`src/rtl/led_pattern_engine.sv`:
```
// Parametrised LED pattern generator: rotate, shift-with-fill, bounce and hold, stepped by a clock-enable divider.
// Optional LED_ACTIVE_LOW_EN drives led as the inverse of the internal pattern.
module led_pattern_engine #(
    parameter int unsigned WIDTH     = 16,
    parameter int unsigned DIV_VAL   = 3125000,
    parameter int unsigned RESET_PAT = 1
) (
    input  logic             clk,
    input  logic             rst,
    input  logic             en,
    input  logic [1:0]       mode,
    input  logic             dir,
    input  logic             fill,
    input  logic             load,
    input  logic [WIDTH-1:0] pattern_in,
    output logic [WIDTH-1:0] led,
    output logic             step
);

    localparam int unsigned CNT_W  = $clog2(DIV_VAL);
    localparam int unsigned BCNT_W = $clog2(WIDTH);
    localparam logic [WIDTH-1:0] RST_PAT = WIDTH'(RESET_PAT);

    localparam logic [1:0] MODE_ROT    = 2'b00;
    localparam logic [1:0] MODE_SHIFT  = 2'b01;
    localparam logic [1:0] MODE_BOUNCE = 2'b10;

    logic [WIDTH-1:0]  pat, pat_nxt, led_nxt;
    logic [CNT_W-1:0]  cnt, cnt_nxt;
    logic [BCNT_W-1:0] bcnt, bcnt_nxt;
    logic              bdir, bdir_nxt;
    logic              tick;
    logic [WIDTH-1:0]  rot_l, rot_r;

    assign tick  = en & (cnt == CNT_W'(DIV_VAL - 1));
    assign rot_l = {pat[WIDTH-2:0], pat[WIDTH-1]};
    assign rot_r = {pat[0], pat[WIDTH-1:1]};

    // Next-state for divider, pattern and bounce tracking; load outranks tick.
    always_comb begin
        pat_nxt  = pat;
        cnt_nxt  = cnt;
        bcnt_nxt = bcnt;
        bdir_nxt = bdir;
        if (load) begin
            pat_nxt  = pattern_in;
            cnt_nxt  = '0;
            bcnt_nxt = '0;
            bdir_nxt = dir;
        end else begin
            if (tick) begin
                cnt_nxt = '0;
            end else if (en) begin
                cnt_nxt = cnt + CNT_W'(1);
            end
            // Outside bounce, keep the sweep armed from the current dir.
            if (mode != MODE_BOUNCE) begin
                bcnt_nxt = '0;
                bdir_nxt = dir;
            end
            if (tick) begin
                case (mode)
                    MODE_ROT:   pat_nxt = dir ? rot_r : rot_l;
                    MODE_SHIFT: pat_nxt = dir ? {fill, pat[WIDTH-1:1]} : {pat[WIDTH-2:0], fill};
                    MODE_BOUNCE: begin
                        pat_nxt = bdir ? rot_r : rot_l;
                        if (bcnt == BCNT_W'(WIDTH - 2)) begin
                            bcnt_nxt = '0;
                            bdir_nxt = ~bdir;
                        end else begin
                            bcnt_nxt = bcnt + BCNT_W'(1);
                        end
                    end
                    default: pat_nxt = pat;
                endcase
            end
        end
    end

`ifdef LED_ACTIVE_LOW_EN
    assign led_nxt = ~pat_nxt;
`else
    assign led_nxt = pat_nxt;
`endif

    always_ff @(posedge clk) begin
        if (rst) begin
            pat  <= RST_PAT;
            cnt  <= '0;
            bcnt <= '0;
            bdir <= 1'b0;
            step <= 1'b0;
`ifdef LED_ACTIVE_LOW_EN
            led  <= ~RST_PAT;
`else
            led  <= RST_PAT;
`endif
        end else begin
            pat  <= pat_nxt;
            cnt  <= cnt_nxt;
            bcnt <= bcnt_nxt;
            bdir <= bdir_nxt;
            step <= tick & ~load;
            led  <= led_nxt;
        end
    end

endmodule

```
`config.mk`:
```
export PLATFORM = sky130hd
export DESIGN_NAME = led_pattern_engine
export DESIGN_NICKNAME = d
export VERILOG_FILES = /design/src/rtl/led_pattern_engine.sv
export SDC_FILE = /design/constraint.sdc
export NUM_CORES = 1
export LEC_CHECK = 0
export CAP_MARGIN = 20
export CORE_MARGIN = 2
export CORE_UTILIZATION = 58
export DETAILED_ROUTE_END_ITERATION = 10
export PLACE_DENSITY = 0.86
export SYNTH_ARGS = -nofsm -noshare
export SYNTH_HDL_FRONTEND = slang
export SYNTH_SLANG_ARGS = --single-unit
```
`constraint.sdc`:
```
create_clock -name clk -period 5.55 [get_ports clk]
set_clock_uncertainty 0.05 [all_clocks]
set_input_delay 1.3875 -clock clk [delete_from_list [all_inputs] [get_ports clk]]
set_output_delay 1.3875 -clock clk [all_outputs]
set_load 0.03 [all_outputs]
```
==> Word-level counts from Yosys, hierarchy flattened <==
Index checks and enable logic that the tools add are counted.
{ "word_totals": {"regBits": 44, "inputBits": 24, "out_inout_bits": 17, "elab_cells": 37} }
{ "op_classes": {"n_addsub": 2, "n_eq_ne": 5, "mux": 15, "n_bitwise": 4, "n_reduce_logical": 6} }
{ "ops": {"columns": ["cell", "n"], "rows": [
  ["two-way mux 16 bit", 5],
  ["case mux 16 bit (3 select lines)", 1],
  ["adder 22 x 1 -> 22 bit, second input constant", 1],
  ["== test 22 bit, second input constant", 1],
  ["two-way mux 4 bit", 4],
  ["two-way mux 1 bit", 5],
  ["adder 4 x 1 -> 4 bit, second input constant", 1],
  ["== test 4 bit, second input constant", 1],
  ["nonzero test 4 bit", 1],
  ["OR reduction 3 bit", 1],
  ["AND 1 bit", 2],
  ["== test 2 x 1 -> 1 bit, second input constant", 1],
  ["== test 2 bit, second input constant", 1],
  ["zero test 2 bit", 1],
  ["!= test 2 bit, second input constant", 1],
  ["NOT 1 bit", 2],
  ["AND reduction 2 bit", 1],
  ["nonzero test 2 bit", 1],
  ["OR reduction 2 bit", 1]
]} }

==> Depth between registers and ports, before layout <==
{ "logic_depth": {"depth_word": 6, "mapped_depth": 7, "depth_no_buf": 6} }

==> Worst setup path before layout <==
OpenSTA, ideal clock, no wires.
{ "synth_path": {"path_kind": "input -> register", "startpoint": "input en", "endpoint": "register bdir", "arrival_time_ns": 2.980, "t_required_ns": 5.405, "setup_slack_ns": 2.424, "path_stages": 6, "path_cell_list": "clkbuf_1 -> nand3_1 -> or4_1 -> clkbuf_1 -> or4_1 -> o311ai_1"} }
{ "synth_between": {"elab_chain_len": 3} }
{ "synth_lines": {"columns": ["element", "line_no", "rtl"], "rows": [
  ["from (decl)", "10", "input logic en,"],
  ["AND 1 bit", "35", "assign tick = en & (cnt == CNT_W'(DIV_VAL - 1));"],
  ["two-way mux 1 bit", "61", "if (tick) begin"],
  ["two-way mux 1 bit", "45", "if (load) begin"],
  ["to (signal assigned)", "102", "bdir <= bdir_nxt;"],
  ["to (decl)", "31", "logic bdir, bdir_nxt;"]
]} }
Every way passes these cells.
A chain may end at the register's enable or synchronous reset.

==> Worst setup path after layout <==
{ "layout_path": {"startpoint": "input mode[0]", "endpoint": "register pat[14]"} }
{ "layout_between": {"elab_chain_len": 4} }
{ "layout_lines": {"columns": ["element", "line_no", "rtl"], "rows": [
  ["from (decl)", "11", "input logic [1:0] mode,"],
  ["== test 2 bit, or another cell as far along", "62", "case (mode)"],
  ["case mux 16 bit (3 select lines)", "62", null],
  ["two-way mux 16 bit", "61", null],
  ["two-way mux 16 bit", "45", null],
  ["to (signal assigned)", "99", "pat <= pat_nxt;"],
  ["to (decl)", "28", "logic [WIDTH-1:0] pat, pat_nxt, led_nxt;"]
]} }
Parallel ways exist; a longest one is shown, timed or not. The select of a mux whose other input is x is not followed.

==> out/results.txt <==
Area of the multi-input gates: 1560 um^2
IO buf count: 40
First-pass GRT wire length: 10.5 mm
Post-synth top area share: 0.345
Critical Path Fanout Max: 14
Clock-pin slew on the worst setup and hold paths: 90 ps
RSZ-0062 raised after global routing: false
Number of antenna diodes: 0
Fin. Hold Viols: 0
Seq cells post-synth: 44
R2R setup slack: 2890 ps
Design Area, Final: 3060 um^2
GPL Wtd Cong: 0.836
GRT Util Overall: 0.261
Post-synthesis cell area: 2560 um^2
CP Data Arrival Time: 3870 ps
Cts bufs inserted: 5
Initial antenna violation count: 0
Sequential fraction of the synthesis area: 0.345
IO Count: 41
Most frequent cells after synthesis: dfxtp_1, o21ai_0, nor2_1, clkbuf_1
Remaining global-route overflow: 0
Rows: 24
Worst path required time: 5690 ps
Largest net degree at the start of global routing: 38
Vias in the first global route: 2333
PostCTS Resize Cnt: 0
Worst Hold Class: reg -> reg
DR pass1 iterations: 4
Synthesis-to-layout area growth: 19.7%
Drt via density: 6.55
Pleak: 0.912 nW
Synth Area in Simple Gates: 0.309
Main combinational cell family by area after synthesis: simple AND/OR/NAND/NOR gates
PwrDens: 226 nW/um^2
Total number of vias: 2521
Distinct cells, synth: 47
Top cells by area, synth: dfxtp_1, o311ai_0, nand3b_1, nor3b_1, a22oi_1
Max-slew headroom: 0.277
Worst skew pair latency: 320 ps
Core ar.: 4290 um^2
DRC: 0
Post-synth ARST share: 0
Iter 0 DRT Violations: 237
Fmax: 268 MHz
Post-detailed-route count of antenna-violating nets: 0
# nets final: 360
Slew Limit Fails: 0
Outcome: complete, no violations
Final Cycle Share: 0.671
XOR/XNOR share of the synthesized area: 0.0411
Sequential cell area: 881 um^2
Detail Placement HPWL: 4.37 mm
Worst slew pin tran: 1080 ps
Synth Instances: 305
CTS Buffer Depth: 2
Final setup viols: 0
Synth Area in Adders: 0.0196
Placed inst area: 2950 um^2
Hold bufs inserted after CTS: 0
Post-synthesis mux area share: 0.0245
Die ar.: 4950 um^2
# H-tree levels: 2
Top-count cell post-synth: dfxtp_1
Post-synth top area cell: dfxtp_1
Count of max-cap constraint violations: 0
Ys Warns: 0
Synthesized Nets: 333
Critical path endpoint category: register
CTS tree: built
Post-synthesis compound-gate area fraction: 0.215
CP startpoint kind: input pin
Initial Util: 0.595
Top FF cell, synth: dfxtp_1
Clock root buffer: clkbuf_8
Die height: 70.4 um
Setup Buffers After CTS: 0
FILL cells: 359
Share of layout cells above drive strength 1: 0.0541
Die width: 70.4 um
VDD IR max: 0.166 mV
Clock Sinks: 44
Number of flops mapped to enable cells by yosys: 0
Min Clock Period, post-route: 3730 ps
Crit Path Category: in -> reg
Mean post-synth cell area: 8.38 um^2
Setup TNS: 0 ps
Wire length per cell after detailed routing: 16.6 um
Total routed wirelength: 6.39 mm
flip-flops by register name, summed over array words and instances, names as in the netlist:
register and count:
bcnt 4, step 1, bdir 1, pat 16, cnt 22
per-layer routing:
layer | vias up | part of all wire | GRT usage
met1 | 1202 | 0.43 | 0.300
met5 | - | 0 | 0
li1 | 1229 | - | -
met2 | 74 | 0.50 | 0.472
met3 | 16 | 0.047 | 0.0418
met4 | 0 | 0.023 | 0.113
layout by cell type (no fill, tap or decap), drive strengths merged, types with 10 or more instances in the layout:
cell / instances
o21ai: 22
nor2: 20
a22oi: 14
clkdlybuf4s50: 40
a21oi: 12
or4: 13
nor3b: 15
o311ai: 17
nand3: 10
nand3b: 15
nand2: 12
nand4: 11
dfxtp: 44
through the flow:
stage                     setup WS (ps)  hold slack, ps  cells   util  total power, mW
after CTS                          1850             452    385  0.713            0.689
after global routing               1640             485    385  0.713            0.709
after global placement             1610             433    377  0.687            0.439
final                              1820             457    385  0.713            0.691
after detailed placement           1490             435    377  0.687            0.441
after floorplan                    2420             412    305      -            0.397
report_power, final:
group	switching [mW]	total [mW]	internal, mW
logic	0.0517	0.100	0.0486
registers	0.0105	0.334	0.324
clock network	0.123	0.256	0.133
worst max-delay path, cell delays in order:
cell and delay, ps:
clkdlybuf4s50_1 480, inv_1 60, ha_1 370, nor2b_1 180, o22ai_1 820, a22oi_1 200
o311ai_0 360
worst paths after layout:
check / startpoint / to / cells after the start
worst max register to register: cnt[3] / bdir / 4
worst min register to register: cnt[21] / cnt[21] / 2
worst min-delay path: cnt[21] / cnt[21] / 2
worst max-delay path: mode[0] / pat[14] / 7
final cells by class:
type,count,area share
timing repair buffer,44,0.141
inverter,4,0.00491
clock inverter,3,0.0139
clock buffer,5,0.0225
multi-input combinational,233,0.509
sequential,44,0.288
tap,52,0.0213
kinds of logic (layout without fill, tap and decap cells):
kind of cell	count (synthesis)	count (layout)
xor+xnor	12	12
simple gates	130	130
compound gates	81	81
mux	6	6
flops	44	44
fa+ha+maj	4	4
buf+inv	28	56
(Power assumes the default switching activity.)
